===== config.mk =====
export PLATFORM = sky130hd
export DESIGN_NAME = fifo_flow
export DESIGN_NICKNAME = d
export VERILOG_FILES = /design/src/rtl/fifo_flow.sv
export SDC_FILE = /design/constraint.sdc
export NUM_CORES = 1
export LEC_CHECK = 0
export CORE_ASPECT_RATIO = 0.8
export CORE_MARGIN = 1.5
export CORE_UTILIZATION = 26
export DETAILED_ROUTE_END_ITERATION = 6
export PLACE_DENSITY = 0.5
export SLEW_MARGIN = 20
export SYNTH_ARGS = -nofsm -noshare
export SYNTH_HDL_FRONTEND = slang
export SYNTH_SLANG_ARGS = --single-unit

===== constraint.sdc =====
create_clock -name clk -period 5.15 [get_ports clk]
set_input_delay 1.03 -clock clk [delete_from_list [all_inputs] [get_ports clk]]
set_output_delay 1.03 -clock clk [all_outputs]
set_load 0.005 [all_outputs]

===== src/rtl/fifo_flow.sv =====
// Synchronous valid/ready FIFO with occupancy count, almost-full/empty flags,
// synchronous flush and an optional registered output stage.
module fifo_flow #(
    parameter int WIDTH      = 32,
    parameter int DEPTH_LOG2 = 3,
    parameter int OUT_REG    = 0,
    parameter int AFULL_LVL  = 1 << DEPTH_LOG2,
    parameter int AEMPTY_LVL = 1
) (
    input  logic                  clk,
    input  logic                  rst,
    input  logic                  flush,
    input  logic                  in_valid,
    output logic                  in_ready,
    input  logic [WIDTH-1:0]      in_data,
    output logic                  out_valid,
    input  logic                  out_ready,
    output logic [WIDTH-1:0]      out_data,
    output logic [DEPTH_LOG2:0]   count,
    output logic                  almost_full,
    output logic                  almost_empty
);
    localparam int MEM = 1 << DEPTH_LOG2;
    localparam int CAP = MEM + OUT_REG;
    localparam int PW  = DEPTH_LOG2 + 1;
    localparam logic [DEPTH_LOG2:0] CAP_C    = PW'(CAP);
    localparam logic [DEPTH_LOG2:0] AFULL_C  = PW'(AFULL_LVL);
    localparam logic [DEPTH_LOG2:0] AEMPTY_C = PW'(AEMPTY_LVL);

    if (DEPTH_LOG2 < 1) begin : g_bad_depth
        $error("fifo_flow: DEPTH_LOG2 must be >= 1");
    end
    if (OUT_REG != 0 && OUT_REG != 1) begin : g_bad_outreg
        $error("fifo_flow: OUT_REG must be 0 or 1");
    end
    if (AFULL_LVL < 1 || AFULL_LVL > CAP) begin : g_bad_afull
        $error("fifo_flow: AFULL_LVL out of range 1..CAP");
    end
    if (AEMPTY_LVL < 0 || AEMPTY_LVL > CAP - 1) begin : g_bad_aempty
        $error("fifo_flow: AEMPTY_LVL out of range 0..CAP-1");
    end

    logic [WIDTH-1:0]    mem_q [MEM];
    logic [DEPTH_LOG2:0] head_q, head_d, tail_q, tail_d, count_q, count_d;
    logic                full, mem_empty, push, pop, head_adv;

    assign mem_empty    = (head_q == tail_q);
    assign full         = (count_q == CAP_C);
    assign in_ready     = !full && !flush;
    assign push         = in_valid && in_ready;
    assign pop          = out_valid && out_ready && !flush;
    assign count        = count_q;
    assign almost_full  = (count_q >= AFULL_C);
    assign almost_empty = (count_q <= AEMPTY_C);

    always_comb begin
        head_d  = head_q;
        tail_d  = tail_q;
        count_d = count_q;
        if (flush) begin
            head_d  = '0;
            tail_d  = '0;
            count_d = '0;
        end else begin
            if (push)     tail_d = tail_q + PW'(1);
            if (head_adv) head_d = head_q + PW'(1);
            if (push && !pop)      count_d = count_q + PW'(1);
            else if (pop && !push) count_d = count_q - PW'(1);
        end
    end

    always_ff @(posedge clk or posedge rst) begin
        if (rst) begin
            head_q  <= '0;
            tail_q  <= '0;
            count_q <= '0;
        end else begin
            head_q  <= head_d;
            tail_q  <= tail_d;
            count_q <= count_d;
        end
    end

    // Storage needs no reset: nothing reads an entry before it is written.
    always_ff @(posedge clk) begin
        if (push) mem_q[tail_q[DEPTH_LOG2-1:0]] <= in_data;
    end

    if (OUT_REG == 1) begin : g_out_reg
        logic             out_vld_q, out_vld_d, load;
        logic [WIDTH-1:0] out_data_q, out_data_d;

        // Refill the output stage whenever it is empty or being drained this cycle.
        always_comb begin
            load       = (!out_vld_q || pop) && !mem_empty && !flush;
            out_vld_d  = out_vld_q;
            out_data_d = out_data_q;
            if (flush) begin
                out_vld_d = 1'b0;
            end else if (load) begin
                out_vld_d  = 1'b1;
                out_data_d = mem_q[head_q[DEPTH_LOG2-1:0]];
            end else if (pop) begin
                out_vld_d = 1'b0;
            end
        end

        always_ff @(posedge clk or posedge rst) begin
            if (rst) begin
                out_vld_q  <= 1'b0;
                out_data_q <= '0;
            end else begin
                out_vld_q  <= out_vld_d;
                out_data_q <= out_data_d;
            end
        end

        assign head_adv  = load;
        assign out_valid = out_vld_q;
        assign out_data  = out_data_q;
    end else begin : g_out_comb
        assign head_adv  = pop;
        assign out_valid = !mem_empty;
        assign out_data  = mem_q[head_q[DEPTH_LOG2-1:0]];
    end
endmodule


### Word level (Yosys, flattened, before mapping)

Memory sizes are Yosys's and may differ from the RTL's.
Index checks and enable logic that the tools add are counted.
Widths: inputs -> output; s select.

| word-level totals | value |
|---|---|
| register bits | 12 |
| memory bits (writable) | 256 |
| input bits | 37 |
| output and inout bits | 40 |
| word-level logic and storage cells | 35 |
| memories | 1 |

Memory list:

| name | depth | width | rd ports | clocked after memory_dff | write ports | RTL line | RTL |
|---|---|---|---|---|---|---|---|
| mem_q | 8 | 32 | 1 | 0 | 1 | 43 | `logic [WIDTH-1:0] mem_q [MEM];` |

| operators by class | value |
|---|---|
| add/sub/neg operators | 4 |
| order comparisons | 2 |
| equal/unequal tests | 2 |
| multiplexer cells | 9 |
| reduce and logical (&&, ||, !) cells | 14 |

Operators by type and width:

| operator | count |
|---|---|
| $mux 4 | 7 |
| $add 4x1->4 const B | 3 |
| $logic_and 1x1->1 | 6 |
| $logic_not 1->1 | 5 |
| $eq 4x4->1 | 1 |
| $eq 4x4->1 const B | 1 |
| $ge 4x4->1 const B | 1 |
| $le 4x1->1 const B | 1 |
| $reduce_bool 2->1 | 2 |
| $sub 4x1->4 const B | 1 |
| $reduce_bool 3->1 | 1 |
| $mux 1 | 2 |

### Longest topological paths before layout

| logic depth | value |
|---|---|
| depth in word-level cells | 9 |
| mapped depth | 6 |
| mapped depth without buffers | 6 |

### Worst setup path before layout

No wires, ideal clock.

| timing path | value |
|---|---|
| kind | input to register |
| start | input port in_valid |
| end | memory mem_q[0][0], enable pin |
| setup time | 0.502 ns |
| arrival time | 4.665 ns |
| data required time | 4.648 ns |
| setup slack | -0.017 ns |
| stages | 4 |
| path buffers | 1 |
| cells stage by stage | clkbuf_1 > nor2b_1 > nand2_1 > nor4_1 |

| between the ends | value |
|---|---|
| longest elaborated chain between the ends | 3 |

RTL lines:

| element | RTL line | RTL |
|---|---|---|
| start, declared | 13 | `input logic in_valid,` |
| $logic_and 1x1->1 | 50 | `assign push = in_valid && in_ready;` |
| $mux 1 | 86 | `if (push) mem_q[tail_q[DEPTH_LOG2-1:0]] <= in_data;` |
| $mux 1 (not written as such) | 86 |  |
| end, declared | 43 |  |

Every way passes these cells.

### Final worst setup path

| timing path | value |
|---|---|
| start | register head_q[0] |
| end | output port out_data[7] |

| between the ends | value |
|---|---|
| longest elaborated chain between the ends | 1 |

RTL lines:

| element | RTL line | RTL |
|---|---|---|
| start, declared | 44 | `logic [DEPTH_LOG2:0] head_q, head_d, tail_q, tail_d, count_q, count_d;` |
| start signal, assigned | 74 | `head_q <= '0;` |
| start signal, assigned | 78 | `head_q <= head_d;` |
| $mem_v2 8x32 | n/a |  |
| end, declared | 18 | `output logic [WIDTH-1:0] out_data,` |

Every way passes these cells.

==> impl_metrics.toml <==
[clock_tree]
cts_post_setup_buffers_inserted = 0
cts_inserted_buffers = 28
cts_hold_buffers = 0
cts_num_sinks = 268
clk_tree_root_cell = "clkbuf_16"
clock_path_buffers = 3
clkTransAtPathRegs_ns = 0.06
cts-htree-levels = 1
cts_tree = "done"
post_cts_repair_resize_count = 0
worst_skew_pair.late_latency_ns = 0.54

[route]
post_drt_wl_per_cell_um = 20.6
drt_pre_antenna_iters = 4
antenna_violating_nets_post_route = 0
first_iter_violations = 431
detailroute.via_count = 4948
routed_via_density = 4.38
drc = 0
finalWirelength_um = 23300

[timing]
timing.clock.skew_ns = 0.0121
grt_setup_unrepaired = "false"
achievable-frequency_ghz = 0.237
relSlewSlack_pct = 28.3
slew_violations = 0
hold_ws_ns = 0.584
report.final.hold_viol_count = 0
max_slew.worst_pin.slew_ns = 1.08
final.min_clock_period_ns = 4.23
finalCritPeriodShare_pct = 82.1
setup_violations = 0
worst_slack_ns = 0.922
fin_setup_tns_ns = 0

[pwr]
internal_power_uw = 4200
power_switching_uw = 1320
power_leakage_uw = 0.00399
power_per_cell_area_mw_per_mm2 = 426
max-vdd-ir-drop_mv = 0.230
power_frac_comb_pct = 17.9
seqPwrFrac_pct = 47.1
power_frac_clock_pct = 35.1
sw_frac_of_total_pct = 23.9

[die]
die_h_um = 183
core.rowCount = 65
die_width_um = 228
io_pins = 77
die_area_mm2 = 0.0418
core-area_mm2 = 0.0397
initial_utilization_pct = 26.6

[outcome]
outcome = "completed"

[global_routing]
gr_overflow_total = 0
grt_start_max_net_pins = 69
grt_pass1_wl_um = 35400
grt.total_usage_pct = 11.4
via_count_of_the_first_global_routing_pass = 5433
grt_antenna_before_repair = 2

[job]
max_cap_viol_count = 0

[final_layout]
finalInstanceArea_mm2 = 0.0130
design.final.nets = 617
mostFrequentLayoutCells = "256 x edfxtp_1, 76 x clkdlybuf4s50_1, 61 x mux4_2"
ratio_of_cells_with_drive_above_1_in_the_final_layout_pct = 27.3
flow.area_growth_from_synthesis_pct = 22.8
fin_util_pct = 32.7
most_common_cell_after_layout_fill_and_taps_aside = "edfxtp_1"

[logic_synthesis]
synth_seq_area_share_pct = 75.7
ys_dominant_reg_cell = "edfxtp_1"
synth.lib_cells_used.distinct = 42
synthesis.yosys.warnings = 0
edff_count_synth = 256
netlist_instances = 479
synth.cell_area_mm2 = 0.0106
ys_seq_elements = 268
synth_async_sr_flop_share_pct = 4.48
syn-num-nets = 522
post_synth.cell_area_avg_um2 = 22.0

[placement]
placed_cell_area_mm2 = 0.0121
detailedPlace.worstSlack_ns = 1.39
place_congestion = 0.699
place.detailed.hpwl_um = 13300
numPortBuffers = 76

[setup_path]
worst_setup_path_end_kind = "output pin"
crit_arrival_ns = 3.20
crit_fanout = 36
worst-endpoint-required_ns = 4.12
critical_path.startpoint_type = "flop"
critical_path_class = "reg2out"

[hold_path]
min-delay-path-class = "reg2reg"
==> flip-flops by register name (all words and copies together), names as in the netlist <==
| signal | flops |
|---|---|
| mem_q | 256 |
| head_q | 4 |
| count | 4 |
| tail_q | 4 |
==> layout make-up <==
cell class / count / area [µm²]
Antenna cell: 1 / 2.50
Clock buffer: 34 / 744
Clock inverter: 15 / 130
Fill cell: 3818 / 26700
Inverter: 6 / 22.5
Multi-Input combinational cell: 177 / 2420
Sequential cell: 268 / 8000
Tap cell: 536 / 671
Timing Repair Buffer: 93 / 968
==> through the flow <==
step | cells | total power, µW
2_1_floorplan | 479 | 3250
3_3_place_gp | 1076 | 3640
3_5_place_dp | 1080 | 3660
4_1_cts | 1129 | 5620
5_1_grt | 1129 | 5770
6_report | 1130 | 5520
==> final timing paths <==
check,endpoint,slack (ns),cells after the start,startpoint
worst max-delay path,out_data[7],0.92,4,head_q[0]
worst min-delay path,tail_q[3],0.58,2,tail_q[3]
worst max register to register,mem_q[6][10],2.31,8,count[1]
worst min register to register,tail_q[3],0.58,2,tail_q[3]
max in group asynchronous,head_q[0],3.94,2,rst
min in group asynchronous,count[2],0.83,2,rst
==> cells in the mapped netlist, types with 2 or more instances <==
library cell    n  area (µm²)
nand2_1         9        33.8
nand3b_1        2        15.0
mux4_2         61        1370
nand4_1         2        12.5
a211oi_1        2        15.0
nor3_1          8        40.0
buf_6           4        45.0
nor2b_1         2        12.5
a21oi_1         2        10.0
nor2_1         14        52.6
nand2b_1        2        12.5
buf_2          10        50.1
dfrtp_1        12         300
nor4_1          2        12.5
edfxtp_1      256        7690
xnor2_1         6        52.6
nand3_1         5        25.0
mux4_1          3        78.8
clkbuf_1       11        41.3
xor2_1          2        17.5
ha_1            6        75.1
mux2_2         32         360
inv_1           6        22.5
o2111ai_1       2        17.5
==> worst max-delay path, cell delays in order, from the launching register on <==
cell             delay [ns]
dfrtp_4                0.91
buf_4                  0.43
mux4_2                 0.55
mux2_2                 0.29
clkdlybuf4s50_1        0.45
==> cell families (layout without fill, tap and decap cells) <==
family / Yosys count / in the layout / synth area share, %
AO/OA/AOI/OAI: 15 / 15 / 1.15
XOR/XNOR: 9 / 9 / 0.877
adder cells (fa/ha/maj): 6 / 6 / 0.711
buffers and inverters: 34 / 148 / 1.91
flip-flops: 268 / 268 / 75.7
multiplexers: 98 / 98 / 17.4
other: 0 / 1 / 0
AND/OR/NAND/NOR: 49 / 49 / 2.30
==> layer usage <==
layer  vias up  global-route usage (%)  share of wire [%]
met5         -                       0              0.039
met4         2                    2.60                2.0
met3        38                    2.75                4.2
met2        86                    19.3                 50
met1      2640                    14.7                 44
li1       2182                       -                  -
==> power groups by stage <==
stage	Sequential, µW	Clock, µW	Combinational (µW)
2_1_floorplan	2520	0	723
3_3_place_gp	2650	0	994
3_5_place_dp	2650	0	1010
4_1_cts	2610	2000	1010
5_1_grt	2620	2080	1070
6_report	2600	1940	985
No activity file was read; power rests on OpenSTA's default activity.
